$ cat src/rtl/mult_pkg.sv
// Shared types and constants for the shift-add multiply sequencer.
// The MULT_RUN_SYNC_EN build option is resolved in mult_sequencer, not here.
package mult_pkg;

    localparam int MULT_WIDTH = 8;
    localparam int ITER_W     = $clog2(MULT_WIDTH);

    localparam logic [ITER_W-1:0] LAST_ITER = ITER_W'(MULT_WIDTH - 1);

    typedef enum logic [2:0] {
        ST_IDLE   = 3'd0,
        ST_CLR_LD = 3'd1,
        ST_START  = 3'd2,
        ST_EVAL   = 3'd3,
        ST_ADD    = 3'd4,
        ST_SUB    = 3'd5,
        ST_SHIFT  = 3'd6,
        ST_HALT   = 3'd7
    } mult_state_t;

    // Busy covers the whole multiply, START through the last SHIFT.
    function automatic logic state_busy(input mult_state_t s);
        return (s == ST_START) || (s == ST_EVAL) || (s == ST_ADD) ||
               (s == ST_SUB)   || (s == ST_SHIFT);
    endfunction

endpackage

$ cat src/rtl/sync2.sv
// Two-flop synchronizer for a single-bit level input; clears to 0 on reset.
module sync2 (
    input  logic Clk,
    input  logic Reset_n,
    input  logic d,
    output logic q
);

    logic meta;

    always_ff @(posedge Clk or negedge Reset_n) begin
        if (!Reset_n) begin
            meta <= 1'b0;
            q    <= 1'b0;
        end else begin
            meta <= d;
            q    <= meta;
        end
    end

endmodule

$ cat src/rtl/mult_sequencer.sv
// Control FSM for an 8-bit signed add-shift multiplier; Moore-decoded datapath strobes.
// Build option MULT_RUN_SYNC_EN: pass Run and Load through two-flop synchronizers.
module mult_sequencer
    import mult_pkg::*;
(
    input  logic              Clk,
    input  logic              Reset_n,
    input  logic              Run,
    input  logic              Load,
    input  logic              M,
    output logic              Clr_Ld,
    output logic              Clr_XA,
    output logic              Add,
    output logic              Sub,
    output logic              Shift,
    output logic              Busy,
    output logic              Done,
    output logic [ITER_W-1:0] Iter
);

    logic run_s;
    logic load_s;

`ifdef MULT_RUN_SYNC_EN
    sync2 u_sync_run  (.Clk(Clk), .Reset_n(Reset_n), .d(Run),  .q(run_s));
    sync2 u_sync_load (.Clk(Clk), .Reset_n(Reset_n), .d(Load), .q(load_s));
`else
    assign run_s  = Run;
    assign load_s = Load;
`endif

    mult_state_t       state, state_d;
    logic [ITER_W-1:0] iter_q, iter_d;
    logic              run_q;
    logic              run_edge;

    // run_q resets high so a Run held through reset release is not an edge.
    assign run_edge = run_s & ~run_q;

    always_comb begin
        state_d = state;
        iter_d  = iter_q;
        unique case (state)
            ST_IDLE: begin
                if (load_s) begin
                    state_d = ST_CLR_LD;
                end else if (run_edge) begin
                    state_d = ST_START;
                    iter_d  = '0;
                end
            end
            ST_CLR_LD: state_d = ST_IDLE;
            ST_START: begin
                state_d = ST_EVAL;
                iter_d  = '0;
            end
            ST_EVAL: begin
                if (!M)                    state_d = ST_SHIFT;
                else if (iter_q == LAST_ITER) state_d = ST_SUB;
                else                       state_d = ST_ADD;
            end
            ST_ADD:   state_d = ST_SHIFT;
            ST_SUB:   state_d = ST_SHIFT;
            ST_SHIFT: begin
                if (iter_q == LAST_ITER) begin
                    state_d = ST_HALT;
                end else begin
                    state_d = ST_EVAL;
                    iter_d  = iter_q + ITER_W'(1);
                end
            end
            ST_HALT: if (!run_s) state_d = ST_IDLE;
            default: state_d = ST_IDLE;
        endcase
    end

    always_ff @(posedge Clk or negedge Reset_n) begin
        if (!Reset_n) begin
            state  <= ST_IDLE;
            iter_q <= '0;
            run_q  <= 1'b1;
        end else begin
            state  <= state_d;
            iter_q <= iter_d;
            run_q  <= run_s;
        end
    end

    // Strobes depend on state alone, so reset clears them without a register stage.
    assign Clr_Ld = (state == ST_CLR_LD);
    assign Clr_XA = (state == ST_START);
    assign Add    = (state == ST_ADD);
    assign Sub    = (state == ST_SUB);
    assign Shift  = (state == ST_SHIFT);
    assign Busy   = state_busy(state);
    assign Done   = (state == ST_HALT);
    assign Iter   = iter_q;

endmodule
$ cat config.mk
export PLATFORM = sky130hd
export DESIGN_NAME = mult_sequencer
export DESIGN_NICKNAME = d
export VERILOG_FILES = /design/src/rtl/mult_pkg.sv /design/src/rtl/sync2.sv /design/src/rtl/mult_sequencer.sv
export SDC_FILE = /design/constraint.sdc
export NUM_CORES = 1
export LEC_CHECK = 0
export ABC_AREA = 1
export BUFFER_PORTS_ARGS = -buffer_cell sky130_fd_sc_hd__buf_2
export CAP_MARGIN = 30
export CORE_AREA = 5 5 42 44
export CTS_CLUSTER_SIZE = 10
export DETAILED_ROUTE_END_ITERATION = 6
export DIE_AREA = 0 0 47 49
export MAX_ROUTING_LAYER = met4
export PLACE_DENSITY = 0.69
export SYNTH_ARGS = -nofsm -noshare
export SYNTH_HDL_FRONTEND = slang
export SYNTH_SLANG_ARGS = --single-unit
$ cat constraint.sdc
create_clock -name Clk -period 3.4 [get_ports Clk]
set_clock_uncertainty 0.2 [all_clocks]
set_input_delay 0.17 -clock Clk [delete_from_list [all_inputs] [get_ports Clk]]
set_output_delay 0.17 -clock Clk [all_outputs]
set_load 0.02 [all_outputs]
==> metrics.yaml, run 1 <==
io_pins: 15
final_layout_size_suffix_gt1_share_pct: 37.6
die_area_mm2: 0.00230
ys_seq_elements: 7
die_w_um: 47
drtPass1Iterations: 3
maxSlewViolCount: 0
grt_pass1_wl_um: 2170
power_density_mw_per_mm2: 832
hold_path.class: "in2async"
crit_start: "state[1]"
clk_latency_ns: 0.26
maxCapViolations: 0
vias: 531
viasPerCell: 4.87
ys_top_cells_by_area: "dfrtp_1, nand2_1, ha_1"
r2r_cells: 7
synth_top_area_share_pct: 26.1
p_leak_nw: 0.391
synthCells: 75
htree_levels: 1
start_util_pct: 41.0
clock_path_buffers: 2
fill_cells: 151
cts_made_buffers: 3
placed_cells: 102
yosysUniqueCellTypes: 20
critPathArrivalTime_ns: 1.55
dp.final_hpwl_um: 1030
period_minus_slack_ns: 1.92
cts_sinks: 7
drc: 0
core_area_mm2: 0.00140
area_growth_pct: 20.5
slew_headroom_pct: 67.6
gp_congestion: 0.821
row_count: 14
antenna_cells: 0
syn_area_um2: 574
cp_max_fo: 10
postCtsSetupRepairBufs: 0
yosys.area.top_type: "dfrtp_1"
yosysSeqAreaShare_pct: 30.7
stdcell_count: 109
ys_warn_count: 0
period_share_pct: 56.5
clock-root-buffer: "clkbuf_4"
wl_per_cell_um: 12.0
syn_nets: 83
tightest_slew_ns: 0.485
clk_pin_slew_worst_paths_ns: 0.06
nets: 102
antenna_found_initial: 0
r2r_start: "state[1]"
fmax_ghz: 0.520
cts_resized: 0
power_mw: 0.575
syn_avg_cell_area_um2: 7.66
port_buffers: 14
grt.total_usage_pct: 13.3
status: "completed"
start_kind: "register"
drt_iter0_drc: 11
grt-ovfl-total: 0
end_kind: "primary output"
layout_common_cells: "nand2_1, buf_2, inv_1"
postRouteWirelength_um: 1310
drtAntennaViolNets: 0
critPathKind: "reg2out"
required_ns: 3.03
grt_pass1_vias: 510
grt_max_degree: 11
cts_tree: "done"
grt_setup_unrepaired: "no"
die_h_um: 49
setup_violations: 0
fin_tns_setup_ns: 0
hold_ws_ns: 0.0696
peakVddDrop_mv: 0.332
finalHoldViolations: 0
==> synth_stat cells <==
master and n:
a31oi_1 1, buf_4 1, buf_6 2, clkinv_2 1, dfrtp_1 6, dfstp_2 1, ha_1 3, inv_1 10
inv_2 3, nand2_1 14, nand2_2 1, nand3_1 3, nand3_2 3, nand4_1 5, nand4_4 1, nor2_1 8
nor2_2 4, nor2_4 3, nor3_1 3, o21ai_1 2
==> worst paths after layout <==
kind	end	slack (ns)
min in group Clk	state[0]	0.07
max in group asynchronous	run_q	2.70
setup reg to reg	state[1]	1.75
hold reg to reg	Iter[1]	0.32
hold / removal	Iter[0]	0.07
setup / recovery	Busy	1.48
==> where the power goes <==
| group | switching, mW | internal, mW | leakage (nW) | total, mW |
|---|---|---|---|---|
| logic | 0.199 | 0.114 | 0.285 | 0.313 |
| registers | 0.0792 | 0.108 | 0.0889 | 0.187 |
| clock network | 0.0325 | 0.0430 | 0.0177 | 0.0755 |
==> sequential cells by signal, summed over array words and instances, names as in the netlist <==
name and flops:
state 3, Iter 3, run_q 1
==> what timing repair did <==
| item | 4_1_cts | 5_1_grt |
|---|---|---|
| endpoints found under the setup margin | 0 | 0 |
| hold endpoints to repair | 9 | 0 |
| hold buffers | 3 | 0 |
==> critical path: stages (launching register included) <==
cell and delay [ns]:
dfrtp_1 0.62, inv_2 0.13, ha_1 0.31, nand2_1 0.07
buf_2 0.16
==> metal layers <==
layer,vias to the layer above,global-route usage [%],wire length [um]
met2,15,20.6,644
met3,0,6.64,92
met1,240,15.8,575
li1,276,-,-
met5,-,-,0
met4,0,1.38,0
==> final cells by class <==
cell class / count / area, um^2 / area share, %
multi-input combinational: 51 / 314 / 45.4
inverter: 14 / 53.8 / 7.78
sequential: 7 / 176 / 25.5
clock buffer: 3 / 22.5 / 3.25
timing repair buffer: 17 / 100 / 14.5
clock inverter: 1 / 5.00 / 0.723
tap: 16 / 20.0 / 2.89
==> cell families (layout without fill, tap and decap cells) <==
| kind of cell | count (synthesis) | in the layout | share of synthesized area [%] |
|---|---|---|---|
| buffers and inverters | 17 | 35 | 14.6 |
| flip-flops | 7 | 7 | 30.7 |
| AND/OR/NAND/NOR | 45 | 45 | 45.3 |
| AO/OA/AOI/OAI | 3 | 3 | 2.83 |
| adder cells (fa/ha/maj) | 3 | 3 | 6.54 |
==> per-stage QoR <==
stage          utilization (%)  setup slack, ns  cell area (um^2)
5_1_grt                   49.4             1.40               692
3_3_place_gp              45.3             1.77               634
2_1_floorplan                -             1.88               574
4_1_cts                   49.4             1.47               692
3_5_place_dp              45.3             1.75               634
6_report                  49.4             1.48               692
Power figures use the tool's default switching activity.
==> run 2, diff against run 1 <==
--- a/config.mk
+++ b/config.mk
@@ -5,7 +5,7 @@
 export SDC_FILE = /design/constraint.sdc
 export NUM_CORES = 1
 export LEC_CHECK = 0
-export ABC_AREA = 1
+export ABC_AREA = 0
 export BUFFER_PORTS_ARGS = -buffer_cell sky130_fd_sc_hd__buf_2
 export CAP_MARGIN = 30
 export CORE_AREA = 5 5 42 44
@@ -13,7 +13,7 @@
 export DETAILED_ROUTE_END_ITERATION = 6
 export DIE_AREA = 0 0 47 49
 export MAX_ROUTING_LAYER = met4
-export PLACE_DENSITY = 0.69
+export PLACE_DENSITY = 0.62
 export SYNTH_ARGS = -nofsm -noshare
 export SYNTH_HDL_FRONTEND = slang
 export SYNTH_SLANG_ARGS = --single-unit
==> constraint.sdc (replaced) <==
create_clock -name Clk -period 1.84 [get_ports Clk]
set_clock_uncertainty 0.2 [all_clocks]
set_input_delay 0.092 -clock Clk [delete_from_list [all_inputs] [get_ports Clk]]
set_output_delay 0.092 -clock Clk [all_outputs]
set_load 0.02 [all_outputs]
==> run 2 against run 1 <==
  * The flow now finishes with violations (setup timing)
  * Final area shrank 2.9%
  * Final cell count shrank 17%
  * Global-route usage shrank 3.3 points
  * Total power grew 82%
  * Sequential power grew 22%
  * Critical endpoint is now Iter[0]
  * Largest cell class unchanged
==> metrics.yaml, run 2 <==
setup_violations: 1
die_area_mm2: 0.00230
cts_made_buffers: 3
finalHoldViolations: 0
pwr-share-seq_pct: 21.9
fill_cells: 147
hold_path_depth: 4
wl_per_cell_um: 11.1
dp.final_hpwl_um: 804
ys_seq_elements: 7
synth_top_area_share_pct: 31.0
combPwrFrac_pct: 64.7
place_ws_ns: 0.0290
final_common_cell: "buf_2"
ys_warn_count: 0
power_density_mw_per_mm2: 1550
syn_avg_cell_area_um2: 9.68
clock-root-buffer: "clkbuf_4"
area_growth_pct: 38.8
end_kind: "register"
clk_latency_ns: 0.25
drt-met1-wl_um: 472
drtAntennaViolNets: 0
critPathKind: "reg2reg"
synth_edf_count: 0
cp_max_fo: 2
top_layer_used: "met4"
cts_sinks: 7
nets: 83
synthFlopType: "dfrtp_1"
grt-ovfl-total: 0
p_sw_share_pct: 43.0
grt.total_usage_pct: 9.97
postRouteWirelength_um: 1000
die_h_um: 49
gp_congestion: 0.719
yosys.area.top_type: "dfrtp_1"
period_share_pct: 100
layout_setup_ws_ns: -0.000740
antenna_found_initial: 0
ys_async_sr_fraction_pct: 100
yosysSeqAreaShare_pct: 36.4
status: "finished with violations"
postCtsSetupRepairBufs: 0
peakVddDrop_mv: 0.630
htree_levels: 1
synth_most_common_cell: "dfrtp_1"
hold_path.class: "in2reg"
fmax_ghz: 0.543
ys_top_cells_by_area: "dfrtp_1, ha_1, a221oi_4"
yosysUniqueCellTypes: 27
io_pins: 15
r2r_cells: 3
drt_iter0_drc: 3
required_ns: 1.78
vias: 434
port_buffers: 14
grt_pass1_wl_um: 1640
placed_cells: 83
stdcell_count: 90
tightest_slew_ns: 0.345
synthCells: 50
synth_common_cells: "dfrtp_1, inv_1, nor2b_1"
drtPass1Iterations: 4
start_kind: "register"
clk_pin_slew_worst_paths_ns: 0.05
wl_met2_um: 430
intPower_mw: 0.596
start_util_pct: 34.6
slew_headroom_pct: 76.7
cts_tree: "done"
antenna_cells: 0
switchingPower_mw: 0.449
clock_path_buffers: 2
final_layout_size_suffix_gt1_share_pct: 39.2
layout_common_cells: "buf_2, dfrtp_1, inv_1, buf_4, nor2b_1"
maxSlewViolCount: 0
row_count: 14
drc: 0
syn_area_um2: 484
maxCapViolations: 0
syn_nets: 58
wl_met3_um: 75
grt_setup_unrepaired: "yes"
critPathArrivalTime_ns: 1.78
grt_pass1_vias: 396
layout.area.seq_um2: 176
core_area_mm2: 0.00140
grt_max_degree: 14
violations: "setup timing"
period_minus_slack_ns: 1.84
multiInputGateArea_um2: 282
die_w_um: 47
power_frac_clock_pct: 13.4
p_leak_nw: 0.351
viasPerCell: 4.82
run 2: cell count changes in the layout (fill, tap and decap cells not counted), moves of 5 or more:
| cell | delta |
|---|---|
| nor2_1 | -7 |
| inv_1 | -5 |
| buf_4 | +5 |
| nand2_1 | -11 |
run 2: logic make-up after synthesis:
family	Yosys count	share of synthesized area, %
simple gates	22	29.2
buf+inv	8	6.20
compound gates	7	13.2
flops	7	36.4
mux	3	7.23
fa+ha+maj	3	7.75
run 2: repair_timing:
| item | in CTS | in global routing |
|---|---|---|
| hold buffers | 3 | 0 |
| hold endpoints to repair | 9 | 0 |
| gates resized for setup | 0 | 2 |
| endpoints found under the setup margin | 0 | 3 |
run 2: metal layers:
layer	global-route usage (%)	up-vias
li1	-	228
met1	13.5	191
met2	13.3	13
met3	2.21	2
met4	5.53	0
met5	-	-
run 2: through the flow:
stage	total power [mW]	cell area [um^2]	hold slack (ns)	utilization, %	TNS [ns]
floorplan	0.669	484	-0.404	-	-0.0812
finish	1.04	672	0.0510	47.9	-0.000740
global placement	0.893	608	-0.267	43.4	0
CTS	1.05	664	0.0443	47.4	0
global route	1.14	672	0.0817	47.9	-0.152
detailed placement	0.897	608	-0.264	43.4	0
run 2: final timing paths:
kind | from | end | slack [ns]
max | run_q | Iter[0] | -0.0007
min in group asynchronous | Reset_n | run_q | 0.10
max in group asynchronous | Reset_n | Iter[1] | 0.61
min | Load | state[2] | 0.05
min reg2reg | Iter[2] | Iter[2] | 0.34
max reg2reg | run_q | Iter[0] | -0.0007
run 2: layout make-up:
cell class | instances | area share (%)
Timing Repair Buffer | 23 | 22.2
Clock buffer | 4 | 3.91
Sequential cell | 7 | 26.3
Tap cell | 16 | 2.98
Inverter | 5 | 2.79
Multi-Input combinational cell | 35 | 41.9
run 2: power groups by stage:
| stage | registers [mW] | clock network, mW | logic (mW) |
|---|---|---|---|
| after global routing | 0.235 | 0.159 | 0.745 |
| after detailed placement | 0.233 | 0 | 0.664 |
| final | 0.229 | 0.140 | 0.676 |
| after floorplan | 0.260 | 0 | 0.410 |
| after global placement | 0.231 | 0 | 0.661 |
| after CTS | 0.231 | 0.150 | 0.670 |
run 2: worst max-delay path: stages, from the launching register on:
cell and delay, ns:
dfstp_2 0.36, or4b_4 0.54, a221oi_4 0.31, mux2_4 0.32
==> run 3, diff against run 2 <==
--- a/config.mk
+++ b/config.mk
@@ -16,4 +16,5 @@
 export PLACE_DENSITY = 0.62
 export SYNTH_ARGS = -nofsm -noshare
 export SYNTH_HDL_FRONTEND = slang
+export SYNTH_HIERARCHICAL = 1
 export SYNTH_SLANG_ARGS = --single-unit
==> constraint.sdc (replaced) <==
create_clock -name Clk -period 1.84 [get_ports Clk]
set_clock_uncertainty 0.2 [all_clocks]
set_input_delay 0.368 -clock Clk [delete_from_list [all_inputs] [get_ports Clk]]
set_output_delay 0.368 -clock Clk [all_outputs]
set_load 0.02 [all_outputs]
==> run 3 against run 2 <==
  * The flow now finishes without violations
  * Combinational power up 13%
  * Total power up 10%
  * Die area unchanged
  * Worst hold slack better by 0.089 ns
  * Via count up 2.8%
  * Register-to-register slack better by 0.03 ns
  * First-iteration DRC count down 33%
==> metrics.yaml, run 3 <==
drc: 0
critPathKind: "reg2reg"
power_density_mw_per_mm2: 1630
r2r_start: "run_q"
hold_path.class: "in2reg"
maxCapViolations: 0
antenna_cells: 0
port_buffers: 14
start_util_pct: 34.6
vias: 446
layout_common_cells: "buf_4, buf_2, dfrtp_1, inv_1"
min_to: "run_q"
ys_seq_elements: 7
hold_path_depth: 2
fin_tns_setup_ns: 0
dp.final_hpwl_um: 806
hold_ws_ns: 0.140
clock-root-buffer: "clkbuf_4"
nets: 84
r2r_cells: 3
fmax_ghz: 0.551
utilization_pct: 50.4
clock_path_buffers: 2
die_w_um: 47
clk_latency_ns: 0.25
grt_pass1_vias: 415
syn_area_um2: 484
intPower_mw: 0.670
layout_setup_ws_ns: 0.0251
grt.total_usage_pct: 10.8
drtAntennaViolNets: 0
r2r-end: "Iter[0]"
final_layout_size_suffix_gt1_share_pct: 45.3
htree_levels: 1
cts_tree: "done"
start_kind: "register"
required_ns: 1.77
critPathArrivalTime_ns: 1.74
die_h_um: 49
tightest_slew_ns: 0.361
drtPass1Iterations: 3
setup_violations: 0
ff2ff_setup_slack_ns: 0.03
p_leak_nw: 0.362
final_common_cell: "buf_4"
synthFlopType: "dfrtp_1"
cts_made_buffers: 3
yosys.area.top_type: "dfrtp_1"
synth_edf_count: 0
drt_iter0_drc: 2
gp_congestion: 0.759
synth_most_common_cell: "dfrtp_1"
ys_async_sr_fraction_pct: 100
wl_per_cell_um: 11.8
power_frac_clock_pct: 11.8
place_ws_ns: -0.0829
die_area_mm2: 0.00230
period_share_pct: 98.6
ys_warn_count: 6
finalHoldViolations: 0
syn_avg_cell_area_um2: 9.68
grt_pass1_wl_um: 1760
maxSlewViolCount: 0
clk_pin_slew_worst_paths_ns: 0.05
synthCells: 50
syn_nets: 58
combPwrFrac_pct: 66.5
synth_common_cells: "dfrtp_1, inv_1, nor2b_1"
peakVddDrop_mv: 0.721
cp_max_fo: 2
io_pins: 15
status: "completed"
p_sw_share_pct: 41.9
period_minus_slack_ns: 1.81
antenna_found_initial: 0
grt_max_degree: 14
core_area_mm2: 0.00140
postRouteWirelength_um: 1070
grt_setup_unrepaired: "yes"
pwr-share-seq_pct: 21.7
grt-ovfl-total: 0
cts_sinks: 7
yosysUniqueCellTypes: 27
ys_top_cells_by_area: "dfrtp_1, ha_1, a221oi_4"
switchingPower_mw: 0.483
viasPerCell: 4.90
yosysSeqAreaShare_pct: 36.4
row_count: 14
synth_top_area_share_pct: 31.0
end_kind: "register"
slew_headroom_pct: 75.6
area_growth_pct: 45.7
min_from: "Run"
[run 3: cell types whose count changed in the layout (fill, tap and decap cells not counted)]
cell,change
ha_1,-1
nor2b_1,-1
buf_6,+1
buf_4,+6
dlygate4sd3_1,-2
mux2i_2,-1
ha_4,+1
nor2b_4,+1
dfrtp_2,+1
dfrtp_1,-1
mux2i_1,+1
buf_2,-4
[run 3: worst max-delay path by stage]
stage                  start  slack [ns]  cells after the start       to
detailed placement      Load       -0.08                      4  Iter[0]
floorplan           state[2]       -0.08                      3  Iter[0]
global placement        Load       -0.06                      4  Iter[0]
CTS                 state[0]      0.0006                      3    Shift
global route           run_q       -0.05                      4  Iter[1]
finish                 run_q        0.03                      3  Iter[0]
[run 3: final cells by class]
class	instances	area, um^2
Fill cell	145	696
Multi-Input combinational cell	35	298
Sequential cell	7	178
Timing Repair Buffer	24	165
Clock buffer	4	26.3
Tap cell	16	20.0
Inverter	5	18.8
[run 3: layer usage]
layer	track usage [%]	part of all wire (%)
met1	14.6	45
met2	14.7	49
met5	-	0
met3	1.11	5.9
met4	6.91	0
[run 3: cell families after synthesis]
logic type	share of synthesized area, %
adder cells (fa/ha/maj)	7.75
flip-flops	36.4
multiplexers	7.23
AND/OR/NAND/NOR	29.2
buffers and inverters	6.20
AO/OA/AOI/OAI	13.2
[run 3: timing repair]
item	CTS	global route
hold buffers	1	0
setup endpoints to repair	4	7
pin swaps	1	0
setup buffers	0	3
gates resized for setup	4	6
hold endpoints to repair	7	0
[run 3: power by group through the flow]
stage | registers [mW] | logic (mW) | clock network (mW)
finish | 0.250 | 0.767 | 0.136
global route | 0.261 | 0.846 | 0.153
CTS | 0.267 | 0.648 | 0.146
detailed placement | 0.265 | 0.620 | 0
global placement | 0.266 | 0.617 | 0
floorplan | 0.260 | 0.410 | 0
[run 3: critical path, stage by stage, from the launching register on]
cell	delay [ns]
dfstp_2	0.36
or4b_4	0.54
a221oi_4	0.27
mux2_4	0.33
[run 3: per-stage QoR]
stage          instances  area [um^2]  power, mW
2_1_floorplan         50          484      0.669
3_3_place_gp          83          608      0.884
3_5_place_dp          83          608      0.885
4_1_cts               88          654       1.06
5_1_grt               91          706       1.26
6_report              91          706       1.15
